$ cat src/rtl/mac_seq_pkg.sv
// Shared types and defaults for the MAC pipeline sequencer.
package mac_seq_pkg;

    typedef enum logic [1:0] {
        IDLE  = 2'd0,
        ISSUE = 2'd1,
        DRAIN = 2'd2,
        DONE  = 2'd3
    } state_t;

    localparam int PIPE_LAT_DEFAULT = 3;

endpackage

$ cat src/rtl/mac_seq_valid_shreg.sv
// In-flight valid bits for beats travelling through the multiply-add pipeline.
module mac_seq_valid_shreg
    import mac_seq_pkg::*;
#(
    parameter int DEPTH = PIPE_LAT_DEFAULT
) (
    input  logic Clk,
    input  logic Rst,
    input  logic in,
    output logic out
);

    logic [DEPTH-1:0] vld_p;

    always_ff @(posedge Clk) begin
        if (Rst) begin
            vld_p <= '0;
        end else begin
            vld_p <= (vld_p << 1) | DEPTH'(in);
        end
    end

    assign out = vld_p[DEPTH-1];

endmodule

$ cat src/rtl/mac_pipe_sequencer.sv
// Feeds a dot-product job through the multiply-add pipeline and accumulates the results.
// Optional sticky carry-out flag enabled with `define MAC_SEQ_OVF_EN.
module mac_pipe_sequencer
    import mac_seq_pkg::*;
#(
    parameter int DATA_W   = 32,
    parameter int LEN_W    = 8,
    parameter int PIPE_LAT = PIPE_LAT_DEFAULT
) (
    input  logic              Clk,
    input  logic              Rst,
    input  logic              start,
    input  logic [LEN_W-1:0]  len,
    output logic              busy,
    output logic              done,
    output logic [DATA_W-1:0] result,
    output logic              ovf,
    input  logic              src_valid,
    output logic              src_ready,
    input  logic [DATA_W-1:0] src_A1,
    input  logic [DATA_W-1:0] src_A2,
    input  logic [DATA_W-1:0] src_B1,
    input  logic [DATA_W-1:0] src_B2,
    output logic [DATA_W-1:0] pipe_A1,
    output logic [DATA_W-1:0] pipe_A2,
    output logic [DATA_W-1:0] pipe_B1,
    output logic [DATA_W-1:0] pipe_B2,
    input  logic [DATA_W-1:0] pipe_C
);

    state_t            state;
    logic              busy_q;
    logic              done_q;
    logic [LEN_W-1:0]  len_q;
    logic [LEN_W-1:0]  issued;
    logic [LEN_W-1:0]  retired;
    logic [DATA_W-1:0] result_q;
    logic [DATA_W-1:0] acc_sum;
    logic              hs;
    logic              retire;

    assign src_ready = (state == ISSUE) && (issued < len_q);
    assign hs        = src_valid && src_ready;

    // Idle slots carry zeros so the pipeline never sees stale source data.
    assign pipe_A1 = hs ? src_A1 : '0;
    assign pipe_A2 = hs ? src_A2 : '0;
    assign pipe_B1 = hs ? src_B1 : '0;
    assign pipe_B2 = hs ? src_B2 : '0;

    mac_seq_valid_shreg #(
        .DEPTH (PIPE_LAT)
    ) u_vld (
        .Clk (Clk),
        .Rst (Rst),
        .in  (hs),
        .out (retire)
    );

`ifdef MAC_SEQ_OVF_EN
    function automatic logic [DATA_W:0] acc_add(input logic [DATA_W-1:0] a,
                                                input logic [DATA_W-1:0] b);
        return {1'b0, a} + {1'b0, b};
    endfunction

    logic acc_carry;
    logic ovf_q;

    assign {acc_carry, acc_sum} = acc_add(result_q, pipe_C);

    always_ff @(posedge Clk) begin
        if (Rst) begin
            ovf_q <= 1'b0;
        end else if ((state == IDLE) && start) begin
            ovf_q <= 1'b0;
        end else if (retire) begin
            ovf_q <= ovf_q | acc_carry;
        end
    end

    assign ovf = ovf_q;
`else
    assign acc_sum = result_q + pipe_C;
    assign ovf     = 1'b0;
`endif

    // Issue and retire counters advance independently; the FSM only watches them.
    always_ff @(posedge Clk) begin
        if (Rst) begin
            state    <= IDLE;
            busy_q   <= 1'b0;
            done_q   <= 1'b0;
            len_q    <= '0;
            issued   <= '0;
            retired  <= '0;
            result_q <= '0;
        end else begin
            done_q <= 1'b0;
            if (hs) begin
                issued <= issued + LEN_W'(1);
            end
            if (retire) begin
                retired  <= retired + LEN_W'(1);
                result_q <= acc_sum;
            end
            unique case (state)
                IDLE: begin
                    if (start) begin
                        len_q    <= len;
                        issued   <= '0;
                        retired  <= '0;
                        result_q <= '0;
                        busy_q   <= 1'b1;
                        if (len == '0) begin
                            state  <= DONE;
                            done_q <= 1'b1;
                        end else begin
                            state  <= ISSUE;
                        end
                    end
                end
                ISSUE: begin
                    if (hs && (issued == len_q - LEN_W'(1))) begin
                        state <= DRAIN;
                    end
                end
                DRAIN: begin
                    if (retire && (retired == len_q - LEN_W'(1))) begin
                        state  <= DONE;
                        done_q <= 1'b1;
                    end
                end
                DONE: begin
                    state  <= IDLE;
                    busy_q <= 1'b0;
                end
                default: begin
                    state <= IDLE;
                end
            endcase
        end
    end

    assign busy   = busy_q;
    assign done   = done_q;
    assign result = result_q;

endmodule

$ cat config.mk
export PLATFORM = sky130hd
export DESIGN_NAME = mac_pipe_sequencer
export DESIGN_NICKNAME = d
export VERILOG_FILES = /design/src/rtl/mac_seq_pkg.sv /design/src/rtl/mac_seq_valid_shreg.sv /design/src/rtl/mac_pipe_sequencer.sv
export SDC_FILE = /design/constraint.sdc
export NUM_CORES = 1
export LEC_CHECK = 0
export ABC_AREA = 1
export BUFFER_PORTS_ARGS = -buffer_cell sky130_fd_sc_hd__buf_4
export CAP_MARGIN = 0
export CORE_AREA = 2 2 132 134
export DETAILED_ROUTE_END_ITERATION = 8
export DIE_AREA = 0 0 134 136
export GPL_ROUTABILITY_DRIVEN = 0
export PLACE_DENSITY = 0.72
export SYNTH_ARGS = -nofsm -noshare
export SYNTH_HDL_FRONTEND = slang
export SYNTH_SLANG_ARGS = --single-unit
$ cat constraint.sdc
create_clock -name Clk -period 2.4 [get_ports Clk]
set_input_delay 0.36 -clock Clk [delete_from_list [all_inputs] [get_ports Clk]]
set_output_delay 0.36 -clock Clk [all_outputs]
set_load 0.02 [all_outputs]
==> flow_summary_export.csv <==
group,metric,value,unit
timing,setup-violations-final,128,
setup_path,cp_data_required_time,2.04,ns
setup_path,worstPathCellList,"inv_2 -> ha_4 -> nand2_2 -> nand2_1 -> nor2_1 -> and3_1 -> nand2_2 -> nor2_4 -> inv_8 -> clkbuf_16 -> nor2_2 -> buf_4",
clock_tree,cts_tree,"yes",
routing,dr.pass1.iters,5,
timing,holdWs,0.2464,ns
cells_and_area,final_nets,1617,
floorplanning,start_util,0.3558,
status,violations,"setup timing",
floorplanning,boundaryPins,336,
yosys,synth_top_cell_by_area,"dfxtp_1",
global_routing,grt_overflow,0,
timing,fin_ws,-0.1445,ns
clock_tree,ctsHoldBuffers,0,
routing,first_iter_violations,485,
setup_path,crit_path_end_kind,"primary output",
worst_hold_path,min_to,"u_vld.vld_p[2]",
floorplanning,rows,48,
clock_tree,cts_sinks,63,
setup_path,reg2reg_depth,17,
routing,vias,7921,
status,outcome,"finished with violations",
worst_hold_path,whs_path_depth,2,
cells_and_area,fin_cells,1630,
yosys,synth.area.top_cells,"dfxtp_1 21%, nor2_1 15%, inv_1 14%, ha_1 9.6%, nand2_1 9.2%",
timing,post-route-period-util,1.060,
global_routing,grtUsageMet2,0.5120,
timing,fin_skew,0.004309,ns
global_routing,use_met3,0.1048,
worst_hold_path,hold_class,"input port to register",
clock_tree,clk_latency,0.35,ns
cells_and_area,layout-drive-gt1-share,0.3321,
routing,post_drt_wl_per_cell,17.43,um
floorplanning,core-area,16880,um^2
timing,min_period,2.545,ns
power_and_ir_drop,clockPowerShare,0.234,
yosys,ys_ff_latch,63,
setup_path,startpoint_type,"register",
power_and_ir_drop,switchingPower,2.476,mW
clock_tree,path_clk_slew,0.06,ns
setup_path,cpPeakStageDelay,0.33,ns
floorplanning,dieArea,18220,um^2
run,drv_cap,0,
timing,rsz0062_at_grt,"yes",
power_and_ir_drop,power_density,597.8,nW/um^2
yosys,yosys.area.top_type_share,0.2100,
yosys,synth-edff-count,0,
timing,drv_slew,0,
yosys,syn_avg_cell_area,5.735,um^2
place,post-place-cells,1594,
floorplanning,fp.dieH,136,um
setup_path,crit_path_frequent_cell,"nand2_2",
clock_tree,cts_htree_levels,3,
yosys,syn_inst,1047,
routing,drc,0,
power_and_ir_drop,sw_frac_of_total,0.4315,
clock_tree,clockBufferDepth,2,
clock_tree,cts_buffers,9,
setup_path,slowest_stage,"dfxtp_2",
global_routing,top_usage_layer,"met2",
yosys,synthesis.yosys.warnings,0,
setup_path,worst-path-max-fanout,19,
setup_path,r2r-start,"len_q[7]",
global_routing,grt_pass1_wl,41060,um
cells_and_area,area_delta_synth_final,59.85,%
timing,hold_violations,0,
routing,via_per_inst,4.860,
timing,max_freq,393.0,MHz
global_routing,grt_usage,0.2945,
yosys,syn_nets,1266,
clock_tree,root_buffer,"clkbuf_16",
cells_and_area,mostFrequentLayoutCells,"346 x buf_4, 224 x inv_1, 210 x nor2_1, 145 x nand2_1, 67 x a21oi_1",
yosys,syn_area,6005,um^2
yosys,yosysSeqAreaShare,0.2100,
timing,tightest_slew,0.5304,ns
yosys,async_flop_share,0,
power_and_ir_drop,intPower,3.262,mW
global_routing,met1_usage,0.3351,
routing,ant_nets,0,
place,dp_hpwl,23300,um
cells_and_area,final_common_cell,"buf_4",
timing,max_slew_margin,0.6464,
place,io_buffers,334,
setup_path,path_class,"register to primary output",
global_routing,antenna_found_initial,4,
yosys,synth_cell_types,42,
power_and_ir_drop,share_comb_of_total_power,0.558,
worst_hold_path,hold_start,"Rst",
setup_path,ff2ff_setup_slack,0.11,ns
yosys,ys.flop_type,"dfxtp_1",
power_and_ir_drop,leakage,5.452,nW
routing,routed_wl,28420,um
power_and_ir_drop,irDropWorstVdd,0.3335,mV
setup_path,arrival,2.18,ns
global_routing,first_global_vias,7462,
setup_path,reg2reg_to,"issued[7]",
global_routing,grt_max_degree,51,
floorplanning,die_x,134,um
power_and_ir_drop,p_seq_frac,0.209,
-- worst max-delay path by stage --
stage	startpoint	endpoint
3_3_place_gp	len_q[7]	pipe_A2[3]
2_1_floorplan	len_q[3]	pipe_A2[23]
5_1_grt	len_q[7]	pipe_B2[31]
3_5_place_dp	len_q[7]	pipe_A2[3]
4_1_cts	len_q[7]	pipe_A2[6]
6_report	len_q[7]	pipe_A2[5]
-- flip-flops by register name, summed over array words and instances (netlist names) --
name / flops
result: 32
issued: 8
len_q: 8
retired: 8
u_vld.vld_p: 3
state: 2
busy: 1
done: 1
-- what timing repair did --
item,CTS,global route
gates cloned,4,1
pin swaps,5,1
resized for setup,67,19
setup buffers,10,3
endpoints found under the setup margin,128,135
-- area by class of cell --
cell class                      instances  area [um^2]
Timing Repair Buffer                  368         2940
Fill cell                            1693         7278
Sequential cell                        63         1275
Clock buffer                           10        229.0
Tap cell                              225        281.5
Clock inverter                          6        61.31
Multi-Input combinational cell        724         3925
Antenna cell                            2        5.005
Timing Repair inverter                  1        6.256
Inverter                              231        874.6
-- power groups by stage --
stage / Combinational [mW] / Sequential (mW) / Clock [mW]
finish: 3.20 / 1.20 / 1.34
global route: 3.46 / 1.21 / 1.40
detailed placement: 2.79 / 1.22 / 0
CTS: 3.07 / 1.20 / 1.35
floorplan: 1.64 / 1.22 / 0
global placement: 2.76 / 1.21 / 0
-- synth_stat cells (2+ instances only) --
master and n:
a21o_1 6, a21oi_1 70, buf_1 2, buf_2 11, clkbuf_1 14, dfxtp_1 63, ha_1 46, inv_1 227
inv_2 3, nand2_1 147, nand2_2 5, nand3_1 52, nand3_2 2, nand4_1 9, nor2_1 244, nor2_2 5
nor2_4 2, nor3_1 18, nor4_1 6, o211ai_1 7, o21a_1 3, o21ai_0 62, o21ai_2 2, o21bai_1 3
or2_2 4, xnor2_1 2, xor2_1 17
-- critical path: cells and delay by family, from the launching register on --
family	cells	cell delay, ns
and+or+nand+nor	7	0.73
DFF	1	0.33
buffers and inverters	4	0.51
adders and majority gates	1	0.24
-- per-layer routing --
metal / wire (um) / share of wire / vias to the layer above
met4: 949 / 0.033 / 4
met5: 30 / 0.0011 / -
met2: 13500 / 0.48 / 341
met1: 11300 / 0.40 / 3590
li1: - / - / 3934
met3: 2631 / 0.093 / 52
-- through the flow --
step	utilization	area, um^2	setup TNS [ns]	total power [mW]	setup slack, ns
after detailed placement	0.5227	8821	-0.03228	4.002	-0.03228
after global placement	0.5227	8821	-0.003465	3.973	-0.003465
after floorplan	-	6005	0	2.865	0.04200
final	0.5687	9598	-11.53	5.738	-0.1445
after global routing	0.5684	9593	-20.71	6.064	-0.2083
after CTS	0.5615	9477	-8.415	5.620	-0.1048
-- cell families after synthesis --
logic type	share of synthesized area
XOR/XNOR	0.03542
AND/OR/NAND/NOR	0.3457
buffers and inverters	0.1657
adder cells (fa/ha/maj)	0.09919
other	0.0006245
flip-flops	0.2100
AO/OA/AOI/OAI	0.1434
Note: power is estimated with default switching activity, not from simulation.
